File: src/rtl/mips_ctrl_pkg.sv
// ============================================================================
// Module : mips_ctrl_pkg
// Brief  : Opcode, state and datapath-select encodings for multicycle_control.
// Rev    : 1.0  initial release
// ============================================================================
`default_nettype none

package mips_ctrl_pkg;

    localparam logic [5:0] OP_RTYPE = 6'b000000;
    localparam logic [5:0] OP_LW    = 6'b100011;
    localparam logic [5:0] OP_SW    = 6'b101011;
    localparam logic [5:0] OP_ADDI  = 6'b001000;
    localparam logic [5:0] OP_BEQ   = 6'b000100;
    localparam logic [5:0] OP_J     = 6'b000010;

    localparam logic [1:0] ALU_OP_ADD   = 2'b00;
    localparam logic [1:0] ALU_OP_SUB   = 2'b01;
    localparam logic [1:0] ALU_OP_FUNCT = 2'b10;

    localparam logic [1:0] SRCB_B       = 2'b00;
    localparam logic [1:0] SRCB_FOUR    = 2'b01;
    localparam logic [1:0] SRCB_IMM     = 2'b10;
    localparam logic [1:0] SRCB_IMM_SH2 = 2'b11;

    localparam logic [1:0] PCSRC_ALU    = 2'b00;
    localparam logic [1:0] PCSRC_ALUOUT = 2'b01;
    localparam logic [1:0] PCSRC_JUMP   = 2'b10;

    typedef enum logic [3:0] {
        S_FETCH    = 4'd0,
        S_DECODE   = 4'd1,
        S_MEM_ADDR = 4'd2,
        S_MEM_RD   = 4'd3,
        S_MEM_WB   = 4'd4,
        S_MEM_WR   = 4'd5,
        S_EXEC     = 4'd6,
        S_R_WB     = 4'd7,
        S_BRANCH   = 4'd8,
        S_JUMP     = 4'd9,
        S_ADDI_EX  = 4'd10,
        S_ADDI_WB  = 4'd11,
        S_FAULT    = 4'd12
    } state_t;

    // States that hold a memory request open until mem_ready
    function automatic logic is_wait_state(input state_t s);
        return (s == S_FETCH) || (s == S_MEM_RD) || (s == S_MEM_WR);
    endfunction

endpackage

`default_nettype wire

File: src/rtl/mem_wait_timer.sv
// ============================================================================
// Module : mem_wait_timer
// Brief  : Counts memory wait cycles; flags expiry at TIMEOUT_CYC (0 = never).
// Rev    : 1.0  initial release
// ============================================================================
`default_nettype none

module mem_wait_timer #(
    parameter int TIMEOUT_CYC = 15
) (
    input  logic clk,
    input  logic rst,
    input  logic clear,
    input  logic count_en,
    output logic expired
);

    generate
        if (TIMEOUT_CYC > 0) begin : g_timer
            localparam int CNT_W = $clog2(TIMEOUT_CYC + 1);
            logic [CNT_W-1:0] r_count;

            always_ff @(posedge clk or posedge rst) begin
                if (rst) begin
                    r_count <= '0;
                end else if (clear) begin
                    r_count <= '0;
                end else if (count_en && !expired) begin
                    r_count <= r_count + CNT_W'(1);
                end
            end

            assign expired = (r_count == CNT_W'(TIMEOUT_CYC));
        end else begin : g_no_timer
            logic w_unused;
            assign w_unused = &{1'b0, clk, rst, clear, count_en};
            assign expired  = 1'b0;
        end
    endgenerate

endmodule

`default_nettype wire

File: src/rtl/multicycle_control.sv
// ============================================================================
// Module : multicycle_control
// Brief  : Multicycle MIPS control FSM with memory handshake, timeout and fault.
// Rev    : 1.0  initial release
// ============================================================================
`default_nettype none

module multicycle_control
    import mips_ctrl_pkg::*;
#(
    parameter int OPCODE_W    = 6,
    parameter int ALUOP_W     = 2,
    parameter int TIMEOUT_CYC = 15
) (
    input  logic                clk,
    input  logic                rst,
    input  logic [OPCODE_W-1:0] opcode,
    input  logic                mem_ready,
    output logic                pc_write,
    output logic                pc_write_cond,
    output logic                iord,
    output logic                mem_read,
    output logic                mem_write,
    output logic                ir_write,
    output logic                mem_to_reg,
    output logic                reg_dst,
    output logic                reg_write,
    output logic                alu_src_a,
    output logic [1:0]          alu_src_b,
    output logic [ALUOP_W-1:0]  alu_op,
    output logic [1:0]          pc_source,
    output logic                instr_retired,
    output logic                fault,
    output logic [3:0]          state_o
);

    state_t r_state;
    state_t w_next;
    logic   w_expired;
    logic   w_clear;
    logic   w_count_en;

    // Leaving a state always restarts the count, so each wait state starts from zero
    assign w_clear    = (w_next != r_state);
    assign w_count_en = is_wait_state(r_state) && !mem_ready;

    mem_wait_timer #(
        .TIMEOUT_CYC (TIMEOUT_CYC)
    ) u_timer (
        .clk      (clk),
        .rst      (rst),
        .clear    (w_clear),
        .count_en (w_count_en),
        .expired  (w_expired)
    );

    always_ff @(posedge clk or posedge rst) begin
        if (rst) begin
            r_state <= S_FETCH;
        end else begin
            r_state <= w_next;
        end
    end

    assign state_o = r_state;

    always_comb begin
        w_next        = r_state;
        pc_write      = 1'b0;
        pc_write_cond = 1'b0;
        iord          = 1'b0;
        mem_read      = 1'b0;
        mem_write     = 1'b0;
        ir_write      = 1'b0;
        mem_to_reg    = 1'b0;
        reg_dst       = 1'b0;
        reg_write     = 1'b0;
        alu_src_a     = 1'b0;
        alu_src_b     = SRCB_B;
        alu_op        = ALUOP_W'(ALU_OP_ADD);
        pc_source     = PCSRC_ALU;
        instr_retired = 1'b0;
        fault         = 1'b0;

        case (r_state)
            S_FETCH: begin
                mem_read  = 1'b1;
                alu_src_b = SRCB_FOUR;
                if (mem_ready) begin
                    ir_write = 1'b1;
                    pc_write = 1'b1;
                    w_next   = S_DECODE;
                end else if (w_expired) begin
                    w_next = S_FAULT;
                end
            end
            S_DECODE: begin
                alu_src_b = SRCB_IMM_SH2;
                if (opcode == OPCODE_W'(OP_LW) || opcode == OPCODE_W'(OP_SW))
                    w_next = S_MEM_ADDR;
                else if (opcode == OPCODE_W'(OP_RTYPE)) w_next = S_EXEC;
                else if (opcode == OPCODE_W'(OP_BEQ))   w_next = S_BRANCH;
                else if (opcode == OPCODE_W'(OP_J))     w_next = S_JUMP;
                else if (opcode == OPCODE_W'(OP_ADDI))  w_next = S_ADDI_EX;
                else                                    w_next = S_FAULT;
            end
            S_MEM_ADDR: begin
                alu_src_a = 1'b1;
                alu_src_b = SRCB_IMM;
                if (opcode == OPCODE_W'(OP_LW))      w_next = S_MEM_RD;
                else if (opcode == OPCODE_W'(OP_SW)) w_next = S_MEM_WR;
                else                                 w_next = S_FAULT;
            end
            S_MEM_RD: begin
                mem_read = 1'b1;
                iord     = 1'b1;
                if (mem_ready)      w_next = S_MEM_WB;
                else if (w_expired) w_next = S_FAULT;
            end
            S_MEM_WB: begin
                mem_to_reg    = 1'b1;
                reg_write     = 1'b1;
                instr_retired = 1'b1;
                w_next        = S_FETCH;
            end
            S_MEM_WR: begin
                mem_write = 1'b1;
                iord      = 1'b1;
                if (mem_ready) begin
                    instr_retired = 1'b1;
                    w_next        = S_FETCH;
                end else if (w_expired) begin
                    w_next = S_FAULT;
                end
            end
            S_EXEC: begin
                alu_src_a = 1'b1;
                alu_op    = ALUOP_W'(ALU_OP_FUNCT);
                w_next    = S_R_WB;
            end
            S_R_WB: begin
                reg_dst       = 1'b1;
                reg_write     = 1'b1;
                instr_retired = 1'b1;
                w_next        = S_FETCH;
            end
            S_BRANCH: begin
                alu_src_a     = 1'b1;
                alu_op        = ALUOP_W'(ALU_OP_SUB);
                pc_write_cond = 1'b1;
                pc_source     = PCSRC_ALUOUT;
                instr_retired = 1'b1;
                w_next        = S_FETCH;
            end
            S_JUMP: begin
                pc_write      = 1'b1;
                pc_source     = PCSRC_JUMP;
                instr_retired = 1'b1;
                w_next        = S_FETCH;
            end
            S_ADDI_EX: begin
                alu_src_a = 1'b1;
                alu_src_b = SRCB_IMM;
                w_next    = S_ADDI_WB;
            end
            S_ADDI_WB: begin
                reg_write     = 1'b1;
                instr_retired = 1'b1;
                w_next        = S_FETCH;
            end
            S_FAULT: begin
                fault  = 1'b1;
                w_next = S_FAULT;
            end
            default: begin
                w_next = S_FAULT;
            end
        endcase

        // Reset forces the datapath quiet even though the state already reads FETCH
        if (rst) begin
            pc_write      = 1'b0;
            pc_write_cond = 1'b0;
            iord          = 1'b0;
            mem_read      = 1'b0;
            mem_write     = 1'b0;
            ir_write      = 1'b0;
            mem_to_reg    = 1'b0;
            reg_dst       = 1'b0;
            reg_write     = 1'b0;
            alu_src_a     = 1'b0;
            alu_src_b     = 2'b00;
            alu_op        = '0;
            pc_source     = 2'b00;
            instr_retired = 1'b0;
            fault         = 1'b0;
        end
    end

endmodule

`default_nettype wire

File: config.mk
export PLATFORM = sky130hd
export DESIGN_NAME = multicycle_control
export DESIGN_NICKNAME = d
export VERILOG_FILES = /design/src/rtl/mips_ctrl_pkg.sv /design/src/rtl/mem_wait_timer.sv /design/src/rtl/multicycle_control.sv
export SDC_FILE = /design/constraint.sdc
export NUM_CORES = 1
export LEC_CHECK = 0
export CAP_MARGIN = 20
export CORE_MARGIN = 2
export CORE_UTILIZATION = 35
export CTS_BUF_LIST = sky130_fd_sc_hd__clkbuf_4 sky130_fd_sc_hd__clkbuf_8
export DETAILED_ROUTE_END_ITERATION = 10
export PLACE_DENSITY = 0.63
export SLEW_MARGIN = 15
export SYNTH_ARGS = -nofsm -noshare
export SYNTH_HDL_FRONTEND = slang
export SYNTH_SLANG_ARGS = --single-unit
export TNS_END_PERCENT = 30
File: constraint.sdc
create_clock -name clk -period 1.9 [get_ports clk]
set_clock_uncertainty 0.15 [all_clocks]
set_input_delay 0.38 -clock clk [delete_from_list [all_inputs] [get_ports clk]]
set_output_delay 0.38 -clock clk [all_outputs]
set_load 0.01 [all_outputs]
* Yosys cells after proc, flatten, opt, wreduce, memory -nomap -nowiden
Index checks and enable logic that the tools add are counted.
** Storage, ports and cells
- Register bits after elaboration :: 8
- Bits of input ports :: 9
- Output and inout bits :: 22
- Logic and storage cells :: 83
** Operators by class
- Add/sub/neg operators :: 1
- Eq/ne operators :: 19
- Mux-type cells :: 45
- Reduce and logical (&&, ||, !) cells :: 16
** Operators by type and width (number)
- 4-bit 2-to-1 mux :: 10
- 4-bit one-hot mux with 8 select lines :: 1
- 4-bit equality test, second input constant :: 6
- 1-bit 2-to-1 mux :: 23
- 4-bit by 3-bit equality test with 1-bit output, second input constant :: 4
- 6-bit equality test, second input constant :: 2
- 3-bit 2-to-1 mux :: 3
- 4-bit by 2-bit equality test with 1-bit output, second input constant :: 2
- 2-bit one-hot mux with 2 select lines :: 2
- 6-bit by 2-bit equality test with 1-bit output, second input constant :: 1
- 6-bit by 3-bit equality test with 1-bit output, second input constant :: 1
- 6-bit by 4-bit equality test with 1-bit output, second input constant :: 1
- 6-bit zero test :: 1
- 2-bit 2-to-1 mux :: 3
- 2-bit one-hot mux with 3 select lines :: 1
- 2-bit OR reduction :: 3
- 5-bit OR reduction :: 1
- 4-bit by 1-bit adder with 4-bit output, second input constant :: 1
- 4-bit by 1-bit equality test with 1-bit output, second input constant :: 1
- 4-bit zero test :: 1
- 4-bit != test :: 1
- 1-bit one-hot mux with 2 select lines :: 2
- 4-bit OR reduction :: 1
- 1-bit logical OR :: 3
- 4 further kinds :: 6

* Depth between registers and ports, before layout
Gate-level depths: netlist of the first run.
- Depth after elaboration :: 9
- Mapped depth :: 7
- Gate-level depth less buffers :: 6

* Hierarchy
Synthesis of the first run repeated with hierarchy kept, for this count alone.
** Unflattened totals
- Cell total of the unflattened synthesis :: 131
- Area, all modules :: 959.7 um^2
** By module, submodules not included
- multicycle_control :: instances 1, cells an instance 110, area each 726.9 um^2, seq. area each 100.1 um^2
- mem_wait_timer :: instances 1, cells an instance 21, area each 232.7 um^2, seq. area each 100.1 um^2

* Worst setup path after synthesis of the first run
No wires, ideal clock.
- Path kind :: reg-to-output
- Start :: register r_state[2] (netlist: state_o[2])
- End :: output port pc_write
- Arrival time :: 1.661 ns
- Data required time :: 1.370 ns
- Slack :: -0.291 ns
- Stages on the path, launching flop included :: 6
- Buffers on the path :: 2
- Cell sequence :: dfrtp_1 > buf_4 > buf_2 > nor4_1 > and3_1 > or2_2
** On the way
- Longest elaborated chain between the ends :: 3
- Elaborated cells on any way between the ends :: 4
- Classes of those cells :: eq/ne: 1; mux: 2; reduce/logical: 1
** Ends and longest elaborated chain
- start, declared :: line multicycle_control.sv:37 : state_t r_state;
- start signal, assigned :: line multicycle_control.sv:61 : r_state <= w_next;
- 4-bit equality test / 4-bit zero test (equally long branches) :: line multicycle_control.sv:85 : case (r_state)
- 1-bit one-hot mux with 2 select lines * :: line multicycle_control.sv:85
- 1-bit 2-to-1 mux * :: line multicycle_control.sv:181 : if (rst) begin
- end, declared :: line multicycle_control.sv:19 : output logic pc_write,
Mark *: on every way between the ends. The rest lies on a longest branch, timed or not.

* Worst setup path in the final report of the first run
- Start :: input port opcode[3]
- End :: register u_timer.g_timer.r_count[3]
** On the way
- Longest elaborated chain between the ends :: 9
- Elaborated cells on any way between the ends :: 18
- Classes of those cells :: eq/ne: 6; mux: 9; reduce/logical: 3
** Ends and longest elaborated chain
- start, declared :: line multicycle_control.sv:17 : input logic [OPCODE_W-1:0] opcode,
- 6-bit by 4-bit equality test with 1-bit output :: line multicycle_control.sv:104 : else if (opcode == OPCODE_W'(OP_ADDI)) w_next = S_ADDI_EX;
- 3-bit 2-to-1 mux :: line multicycle_control.sv:104
- 3-bit 2-to-1 mux :: line multicycle_control.sv:103 : else if (opcode == OPCODE_W'(OP_J)) w_next = S_JUMP;
- 3-bit 2-to-1 mux :: line multicycle_control.sv:102 : else if (opcode == OPCODE_W'(OP_BEQ)) w_next = S_BRANCH;
- 4-bit 2-to-1 mux :: line multicycle_control.sv:101 : else if (opcode == OPCODE_W'(OP_RTYPE)) w_next = S_EXEC;
- 4-bit 2-to-1 mux :: line multicycle_control.sv:99 : if (opcode == OPCODE_W'(OP_LW) || opcode == OPCODE_W'(OP_SW))
- 4-bit one-hot mux with 8 select lines * :: line multicycle_control.sv:85
- 4-bit != test * :: line multicycle_control.sv:44 : assign w_clear = (w_next != r_state);
- 4-bit 2-to-1 mux / 2-bit nonzero test (equally long branches)
- end signal, assigned :: line mem_wait_timer.sv:29 : r_count <= r_count + CNT_W'(1);
- end, declared :: line mem_wait_timer.sv:21 : logic [CNT_W-1:0] r_count;
Marks and branches as above.
A chain may end at the register's enable or synchronous reset.

==> summary.md, run 1 <==
| Metric | Value |
|---|---|
| Final WS setup | `-0.252 ns` |
| # Max-Cap Violations | `0` |
| Min Tclk post-route | `2.15 ns` |
| Number of global-route vias before repair | `1552` |
| Avg WL per Cell | `17.2 um` |
| Clock transition at path regs | `0.05 ns` |
| Worst path buffer plus inverter count | `2` |
| Crit path from | `opcode[3]` |
| FMAX | `465 MHz` |
| DRT Wirelength | `4.52 mm` |
| Max-slew violations | `0` |
| CTS Root Cell | `clkbuf_4` |
| Status | `finished, violations left` |
| Remaining global-route overflow | `0` |
| Final antenna diode count | `0` |
| Pin count of the biggest net entering global routing | `13` |
| Number of DRC markers in iteration 0 | `71` |
| Cell row count | `19` |
| FF-to-FF setup slack | `-0.24 ns` |
| Launch point of the worst reg-to-reg path | `state_o[2]$_DFF_PP0_` |
| Worst-Skew Late Latency | `0.24 ns` |
| Syn_nets | `146` |
| Number of enable flip-flop cells after synthesis | `0` |
| CP Data Arrival Time | `2.15 ns` |
| Crit path capture | `u_timer.g_timer.r_count[3]$_DFFE_PP0P_` |
| Core area | `0.00276 mm^2` |
| Post-layout util | `75.4%` |
| Failing checks | `setup timing` |
| Routed vias/inst | `5.71` |
| Clk buf depth | `2` |
| Via count | `1502` |
| Initial core utilization | `37.0%` |
| Mapped Avg Cell Area | `7.50 um^2` |
| Nets | `244` |
| Commonest cells after routing, fill and taps aside | `60 x buf_4, 20 x buf_6, 11 x nor2_1, 11 x buf_2, 10 x a21oi_1` |
| DRT Pass-1 Iters | `4` |
| Setup CP Type | `in2reg` |
| Total number of yosys warnings | `0` |
| Worst-path maximum fanout | `4` |
| Port bufs | `30` |
| Yosys top cell by area | `dfrtp_1` |
| Die Wd | `58.0 um` |
| Synth async-reset ratio | `100%` |
| RePlAce Congestion | `0.920` |
| Final setup vio count | `22` |
| Cell area after synthesis | `0.00102 mm^2` |
| Req. time, crit path | `1.90 ns` |
| Leakage power | `0.930 nW` |
| Worst slew margin | `70.8%` |
| Drt drc | `0` |
| Post-synth top area share | `19.6%` |
| CTS tree | `built` |
| Slowest CP cell | `clkdlybuf4s50_1` |
| FF+latch count, synth | `8` |
| Register area share after synthesis | `19.6%` |
| Worst-margin pin slew | `0.437 ns` |
| Layout cell share with drive strength beyond 1 | `61.2%` |
| Synthesized instance count | `136` |
| Period utilization | `113%` |
| Stages on worst setup path | `7` |
| Overall routing resource usage | `26.8%` |
| Initial antenna violation count | `0` |
| Fillers | `191` |
| Worst slack at placement | `-0.619 ns` |
| Final Hold Vio Count | `0` |
| Critical Path Max Stage Delay | `0.51 ns` |
| Power per cell area | `182 mW/mm^2` |
| First-pass GRT wire length | `6.98 mm` |
| Maximum VDD drop | `304 uV` |
| Largest delay share family, worst path | `buffers and inverters` |
| Io pins | `31` |
| Main synth FF type | `dfrtp_1` |
| Die boundary height | `58.0 um` |
| Layout area overhead | `104%` |
| Top post-synthesis cells by area | `dfrtp_1 20%, nor2_1 5.9%, a21oi_1 5.4%` |
| CTS Buf Count | `3` |
| Cell variety after synth | `48` |
| Hold-fix buffers at CTS | `0` |
| Worst setup EP type | `register` |
| Reg-to-Reg End | `u_timer.g_timer.r_count[3]$_DFFE_PP0P_` |
| FF-to-FF path depth | `6` |
| CP startpoint kind | `input pin` |
| H-tree levels | `1` |
| Clock Sinks | `8` |
| Tightest Hold Check Type | `in2async` |
| Critical-path cell list | `clkdlybuf4s50_1 > buf_4 > nor4b_2 > o21ai_1 > a32oi_2 > o32ai_4 > nor4_2` |
| RSZ-0062 raised after global routing | `true` |
| Most common cell after layout, fill and taps aside | `buf_4` |
| DP HPWL | `3.01 mm` |
| Final ANT Viol Nets | `0` |
| Die footprint | `0.00336 mm^2` |
worst min-delay path by stage:
stage                                            from                                      to  slack [ns]
2_1_floorplan                                     rst                    state_o[0]$_DFF_PP0_        0.31
3_3_place_gp   u_timer.g_timer.r_count[3]$_DFFE_PP0P_  u_timer.g_timer.r_count[3]$_DFFE_PP0P_        0.47
3_5_place_dp   u_timer.g_timer.r_count[3]$_DFFE_PP0P_  u_timer.g_timer.r_count[3]$_DFFE_PP0P_        0.50
4_1_cts                                           rst                    state_o[0]$_DFF_PP0_        0.46
5_1_grt                                           rst  u_timer.g_timer.r_count[0]$_DFFE_PP0P_        0.52
6_report                                          rst                    state_o[0]$_DFF_PP0_        0.52
worst min-delay path: stages:
cell	delay (ns)
dlygate4sd2_1	0.33
buf_4	0.20
inv_1	0.14
buf_4	0.20
logic make-up (layout without fill, tap and decap cells):
family | count (synthesis) | count (layout) | share of synthesized area (%)
AND/OR/NAND/NOR | 69 | 69 | 37.8
AO/OA/AOI/OAI | 38 | 38 | 28.5
buffers and inverters | 15 | 111 | 7.73
flip-flops | 8 | 8 | 19.6
XOR/XNOR | 4 | 4 | 4.17
adder cells (fa/ha/maj) | 1 | 1 | 1.23
multiplexers | 1 | 1 | 0.982
routing by layer:
layer	share of wire, %	GRT usage [%]
met1	39	29.8
met4	2.7	13.3
met2	53	48.4
met5	0	0
met3	5.4	5.13
where the power goes:
part	switching, W	internal (W)
Combinational	0.0000440	0.0000412
Clock	0.0000511	0.0000718
Sequential	0	0.000171
Total	0.0000951	0.000284
metrics by stage:
stage | hold slack, ns | std cells | power (W) | setup TNS [ns] | area [um^2]
floorplan | 0.309 | 136 | 0.000199 | -0.191 | 1080
global placement | 0.471 | 240 | 0.000250 | -11.66 | 1740
detailed placement | 0.502 | 240 | 0.000252 | -12.39 | 1740
CTS | 0.456 | 260 | 0.000381 | -2.86 | 1960
global route | 0.524 | 263 | 0.000400 | -3.99 | 2080
finish | 0.515 | 263 | 0.000379 | -2.68 | 2080
synth_stat cells, drive strengths merged (2+ instances only):
cell type and count:
dfrtp 8, a21oi 11, or3 3, o22ai 2, nand3 6, buf 8, clkbuf 3, a21o 2
inv 4, nand2b 4, xnor2 3, nor3b 2, o32ai 3, nand2 6, nor3 9, a31oi 2
o21ai 5, nor2b 2, a32oi 2, nor2 16, nand4b 2, nor4 7, and3 5, a22oi 2
a211oi 3
layout make-up:
| type | count | area, um^2 | area share, % |
|---|---|---|---|
| Clock buffer | 3 | 22.5 | 1.08 |
| Inverter | 4 | 17.5 | 0.842 |
| Multi-Input combinational cell | 113 | 946 | 45.5 |
| Sequential cell | 8 | 205 | 9.87 |
| Tap cell | 31 | 38.8 | 1.87 |
| Timing Repair Buffer | 104 | 850 | 40.9 |
state kept, by name, indices dropped and copies added (netlist names):
signal and cells:
state_o 4, u_timer.g_timer.r_count 4
timing repair:
action                     4_1_cts  5_1_grt
buffers inserted                17        5
setup endpoints to repair       28       26
gates resized for setup        105       35
pin swaps                       13       19
Note: power is estimated with default switching activity, not from simulation.
==> inputs of run 2 (changes only) <==
Settings changed: GPL_ROUTABILITY_DRIVEN from default to 0.
==> run 2 against run 1 <==
Effect of this change:
- the flow still finishes with violations (setup timing)
- non-clock buffer count is 4 lower
- sequential share of layout area did not move
- wire length is 1.5% lower
- final area stayed put
==> summary.md, run 2 (synthesis gave the netlist of run 1 again) <==
| Metric | Value |
|---|---|
| Status | `finished, violations left` |
| Failing checks | `setup timing` |
| CP startpoint kind | `register` |
| Final setup vio count | `21 (-4.5%)` |
| Io pins | `31 (unchanged)` |
| Layout area overhead | `104% (unchanged)` |
| Via count | `1487 (-1.0%)` |
| Initial antenna violation count | `0 (unchanged)` |
| CTS tree | `built` |
| Port bufs | `30 (unchanged)` |
| Setup CP Type | `reg2reg` |
| Final WS setup | `-0.250 ns (+0.00223 ns)` |
| Die boundary height | `58.0 um (unchanged)` |
| Initial core utilization | `37.0% (unchanged)` |
| Max-slew violations | `0 (unchanged)` |
| Hold slack | `0.505 ns (-0.00996 ns)` |
| Remaining global-route overflow | `0 (unchanged)` |
| Most common cell after layout, fill and taps aside | `buf_4` |
| Die footprint | `0.00336 mm^2 (unchanged)` |
| Post-placement cell area | `0.00174 mm^2 (unchanged)` |
| FMAX | `465 MHz (+0.10%)` |
| Nets | `240 (-1.6%)` |
| Die Wd | `58.0 um (unchanged)` |
| Worst-margin pin slew | `0.448 ns (+0.0108 ns)` |
| FF-to-FF setup slack | `-0.25 ns (about the same)` |
| Clock Sinks | `8 (unchanged)` |
| Routed vias/inst | `5.74 (+0.53%)` |
| Min Tclk post-route | `2.15 ns (-0.00223 ns)` |
| Tightest Hold Check Type | `in2async` |
| Final antenna diode count | `0 (unchanged)` |
| H-tree levels | `1 (unchanged)` |
| Worst slack at placement | `-0.618 ns (+0.000907 ns)` |
| Final ANT Viol Nets | `0 (unchanged)` |
| Number of global-route vias before repair | `1429 (-7.9%)` |
| Drt drc | `0 (unchanged)` |
| Worst slew margin | `70.1% (-0.72 points)` |
| Design area | `0.00208 mm^2 (unchanged)` |
| Number of DRC markers in iteration 0 | `89 (+25%)` |
| CP Data Arrival Time | `2.12 ns (-0.03 ns)` |
| Period utilization | `113% (-0.12 points)` |
| Overall routing resource usage | `25.5% (-1.3 points)` |
| Core area | `0.00276 mm^2 (unchanged)` |
| Leakage power | `0.949 nW (+2.1%)` |
| # Max-Cap Violations | `0 (unchanged)` |
| RSZ-0062 raised after global routing | `true` |
| Layout cell share with drive strength beyond 1 | `61.4% (+0.20 points)` |
| DP HPWL | `3.02 mm (+0.25%)` |
| Avg WL per Cell | `17.2 um (about the same)` |
| Clock transition at path regs | `0.05 ns (about the same)` |
| Power per cell area | `185 mW/mm^2 (+1.5%)` |
| Worst setup EP type | `register` |
| DRT Wirelength | `4.45 mm (-1.5%)` |
| Commonest cells after routing, fill and taps aside | `56 x buf_4, 15 x buf_6, 12 x buf_2` |
| CTS Root Cell | `clkbuf_4` |
| Final Hold Vio Count | `0 (unchanged)` |
| First-pass GRT wire length | `6.60 mm (-5.4%)` |
| Clk buf depth | `2 (unchanged)` |
| Worst-path maximum fanout | `5 (+1)` |
| Cell row count | `19 (unchanged)` |
| Maximum VDD drop | `304 uV (about the same)` |
| Req. time, crit path | `1.87 ns (-0.03 ns)` |
| CTS Buf Count | `3 (unchanged)` |
| Worst-Skew Late Latency | `0.25 ns (about the same)` |
| Pin count of the biggest net entering global routing | `13 (unchanged)` |
| DRT Pass-1 Iters | `4 (unchanged)` |
[run 2: cell count changes in the layout (fill, tap and decap cells not counted), moves of 2 or more]
cell           previous run  this run
nor3_2                    2         4
nand2b_1                  2         0
nor2_2                    2         4
buf_12                    0         3
buf_6                    20        15
buf_4                    60        56
nand2b_4                  2         4
dlygate4sd2_1             3         5
[run 2: final timing paths]
kind                                                           to  cells past startpoint                              startpoint
max                        u_timer.g_timer.r_count[1]$_DFFE_PP0P_                      6                    state_o[2]$_DFF_PP0_
min in group clk           u_timer.g_timer.r_count[3]$_DFFE_PP0P_                      2  u_timer.g_timer.r_count[3]$_DFFE_PP0P_
max in group asynchronous                    state_o[0]$_DFF_PP0_                      4                                     rst
max reg2reg                u_timer.g_timer.r_count[1]$_DFFE_PP0P_                      6                    state_o[2]$_DFF_PP0_
min                        u_timer.g_timer.r_count[3]$_DFFE_PP0P_                      4                                     rst
min reg2reg                u_timer.g_timer.r_count[3]$_DFFE_PP0P_                      2  u_timer.g_timer.r_count[3]$_DFFE_PP0P_
[run 2: power breakdown]
part           internal [W]  total (W)  switching, W  leakage [nW]
clock network     0.0000721   0.000127     0.0000554        0.0138
logic             0.0000423  0.0000864     0.0000441         0.838
registers          0.000171   0.000171             0        0.0974
total              0.000285   0.000384     0.0000995         0.949
[run 2: worst max-delay path: stages, from the launching register on]
cell and delay (ns):
dfrtp_2 0.44, buf_6 0.14, or4b_4 0.60, a41oi_2 0.19, a32oi_2 0.17, o32ai_4 0.22, nor4_2 0.10
[run 2: repair_timing]
item | 4_1_cts | 5_1_grt
pin swaps | 14 | 14
buffers inserted | 11 | 8
endpoints found under the setup margin | 28 | 26
hold buffers | 0 | 0
gates resized for setup | 100 | 34
[run 2: layer usage]
layer / routed length, um / global-route usage [%] / vias to the layer above
met5: 0 / 0 / -
met4: 146 / 10.6 / 0
met3: 244 / 2.23 / 14
met2: 2300 / 45.9 / 60
met1: 1760 / 30.8 / 706
li1: - / - / 707
[run 2: final cells by class]
type,count,area [um^2]
clock buffers,3,22.5
fillers,191,678
inverters,4,15.0
multi-input cells,113,955
flip-flops and latches,8,205
well taps,31,38.8
repair buffers,100,843
[run 2: metrics by stage]
stage / instances / utilization [%] / power [W] / TNS [ns]
3_5_place_dp: 240 / 63.2 / 0.000253 / -12.39
4_1_cts: 253 / 69.8 / 0.000386 / -2.23
2_1_floorplan: 136 / - / 0.000199 / -0.191
5_1_grt: 259 / 75.4 / 0.000409 / -3.63
3_3_place_gp: 240 / 63.2 / 0.000250 / -11.81
6_report: 259 / 75.4 / 0.000384 / -2.62
==> inputs of run 3 (changes only) <==
Settings changed: CORE_MARGIN 2 to default, CTS_BUF_LIST sky130_fd_sc_hd__clkbuf_4 sky130_fd_sc_hd__clkbuf_8 to default.
==> run 3 against run 2 <==
Effect of this change:
- the run still ends with setup timing left
- combinational power increased by 7.1%
- hold slack got worse by 0.017 ns
- total power fell by 0.13%
- critical path depth shrank 1
- sequential share of layout area hardly changed
- register-to-register slack about the same
- sequential power hardly changed
- critical path type is now reg2out
==> summary.md, run 3 (synthesis gave the netlist of run 1 again) <==
| Metric | Value |
|---|---|
| Worst path buffer plus inverter count | `1 (unchanged)` |
| Core area | `0.00276 mm^2 (unchanged)` |
| Power per cell area | `186 mW/mm^2 (+0.72%)` |
| Initial core utilization | `37.0% (unchanged)` |
| Worst slew margin | `68.3% (-1.7 points)` |
| Die boundary height | `56.0 um (-3.4%)` |
| Hold slack | `0.488 ns (-0.0173 ns)` |
| Worst setup EP type | `output port` |
| Overall routing resource usage | `26.2% (+0.74 points)` |
| DRT Pass-1 Iters | `4 (unchanged)` |
| Commonest cells after routing, fill and taps aside | `65 x buf_4, 13 x nor2_1, 11 x buf_2` |
| Via count | `1588 (+6.8%)` |
| DP HPWL | `2.97 mm (-1.6%)` |
| Clock transition at path regs | `0.05 ns (about the same)` |
| Initial antenna violation count | `0 (unchanged)` |
| Most common cell after layout, fill and taps aside | `buf_4` |
| Failing checks | `setup timing` |
| Critical-path cell list | `nand2b_1 > and2_1 > a31oi_1 > nor2_1 > dlygate4sd2_1` |
| Final ANT Viol Nets | `0 (unchanged)` |
| Area occupied by multi-input gates | `951 um^2 (-0.39%)` |
| CTS Buf Count | `3 (unchanged)` |
| Final WS setup | `-0.239 ns (+0.0108 ns)` |
| Maximum VDD drop | `444 uV (+46%)` |
| FF+latch area | `204 um^2 (-0.61%)` |
| Clk buf depth | `2 (unchanged)` |
| Die Wd | `56.0 um (-3.4%)` |
| CP Data Arrival Time | `1.61 ns (-0.51 ns)` |
| RSZ-0062 raised after global routing | `true` |
| Avg WL per Cell | `18.1 um (+5.5%)` |
| DRT Wirelength | `4.75 mm (+6.7%)` |
| Final setup vio count | `21 (unchanged)` |
| Routed vias/inst | `6.06 (+5.6%)` |
| Port bufs | `30 (unchanged)` |
| Hold-fix buffers at CTS | `0 (unchanged)` |
| Number of DRC markers in iteration 0 | `75 (-16%)` |
| Final total power | `0.000384 W (-0.13%)` |
| Number of global-route vias before repair | `1462 (+2.3%)` |
| Critical Path Max Stage Delay | `0.46 ns (-0.14 ns)` |
| Remaining global-route overflow | `0 (unchanged)` |
| Tightest Hold Check Type | `reg2reg` |
| Clock Sinks | `8 (unchanged)` |
| Min Tclk post-route | `2.14 ns (-0.0108 ns)` |
| Max-slew violations | `0 (unchanged)` |
| Nets | `243 (+1.3%)` |
| H-tree levels | `1 (unchanged)` |
| Io pins | `31 (unchanged)` |
| # Max-Cap Violations | `0 (unchanged)` |
| Final antenna diode count | `0 (unchanged)` |
| Pin count of the biggest net entering global routing | `12 (-1)` |
| CTS Root Cell | `clkbuf_4` |
| Period utilization | `113% (-0.57 points)` |
| CTS tree | `built` |
| Layout cell share with drive strength beyond 1 | `58.4% (-3.0 points)` |
| Drt drc | `0 (unchanged)` |
| Layout area overhead | `102%` |
| Setup CP Type | `reg2out` |
| Req. time, crit path | `1.37 ns (-0.50 ns)` |
| FMAX | `467 MHz (+0.50%)` |
| Final Hold Vio Count | `0 (unchanged)` |
| Total Neg Setup Slack | `-2.69 ns (-0.0634 ns)` |
| CP startpoint kind | `register` |
| Fillers | `193 (+1.0%)` |
| Status | `finished, violations left` |
| Die footprint | `0.00313 mm^2 (-6.8%)` |
| Worst-margin pin slew | `0.474 ns (+0.0256 ns)` |
| Cell row count | `19 (unchanged)` |
| Worst slack at placement | `-0.609 ns (+0.00906 ns)` |
| Leakage power | `0.970 nW (+2.2%)` |
| First-pass GRT wire length | `6.57 mm (-0.42%)` |
| Slowest CP cell | `dfrtp_2` |
| Worst-path maximum fanout | `5 (unchanged)` |
| Largest delay share family, worst path | `flip-flops` |
| Worst-Skew Late Latency | `0.25 ns (about the same)` |
[run 3: path summary, 6_finish.rpt]
kind                                                   startpoint                                endpoint  slack [ns]  depth (start not counted)
setup / recovery                             state_o[0]$_DFF_PP0_                               reg_write       -0.24                          5
hold / removal             u_timer.g_timer.r_count[3]$_DFFE_PP0P_  u_timer.g_timer.r_count[3]$_DFFE_PP0P_        0.49                          2
setup reg to reg                             state_o[3]$_DFF_PP0_  u_timer.g_timer.r_count[3]$_DFFE_PP0P_       -0.24                          6
hold reg to reg            u_timer.g_timer.r_count[3]$_DFFE_PP0P_  u_timer.g_timer.r_count[3]$_DFFE_PP0P_        0.49                          2
max in group asynchronous                                     rst                    state_o[2]$_DFF_PP0_        0.97                          4
min in group asynchronous                                     rst                    state_o[1]$_DFF_PP0_        0.50                          4
[run 3: where the power goes]
group | total (W) | switching (W) | internal [W] | leakage (nW)
registers | 0.000171 | 0 | 0.000171 | 0.0991
logic | 0.0000925 | 0.0000455 | 0.0000470 | 0.857
clock network | 0.000121 | 0.0000491 | 0.0000717 | 0.0138
[run 3: worst reg2reg max path: stages (launching register included)]
cell and delay [ns]:
dfrtp_2 0.44, buf_6 0.14, or4b_4 0.60, nor3_1 0.36
nor4_4 0.07, o211ai_4 0.14, nor4_2 0.10
[run 3: routing by layer]
metal	GRT usage [%]	up-vias	part of all wire (%)
met1	31.3	741	38
met4	12.2	0	4.3
met5	0	-	0
met3	3.72	28	9.1
met2	46.1	109	49
li1	-	710	-
[run 3: final cells by class]
| cell class | instances | area share, % |
|---|---|---|
| multi-input cells | 113 | 46.1 |
| clock buffers | 3 | 1.09 |
| inverters | 4 | 0.728 |
| repair buffers | 103 | 40.3 |
| flip-flops and latches | 8 | 9.89 |
| well taps | 31 | 1.88 |
[run 3: what timing repair did]
| item | 4_1_cts | 5_1_grt |
|---|---|---|
| pin swaps | 11 | 14 |
| gates cloned | 1 | 0 |
| resized for setup | 85 | 34 |
| setup endpoints to repair | 26 | 25 |
| setup buffers | 3 | 12 |
| endpoints found under the hold margin | 0 | 0 |
[run 3: per-stage QoR]
| stage | area (um^2) | instances | util (%) |
|---|---|---|---|
| floorplan | 1080 | 136 | - |
| global placement | 1770 | 243 | 64.0 |
| detailed placement | 1770 | 243 | 64.0 |
| CTS | 1870 | 250 | 68.0 |
| global route | 2060 | 262 | 74.8 |
| finish | 2060 | 262 | 74.8 |
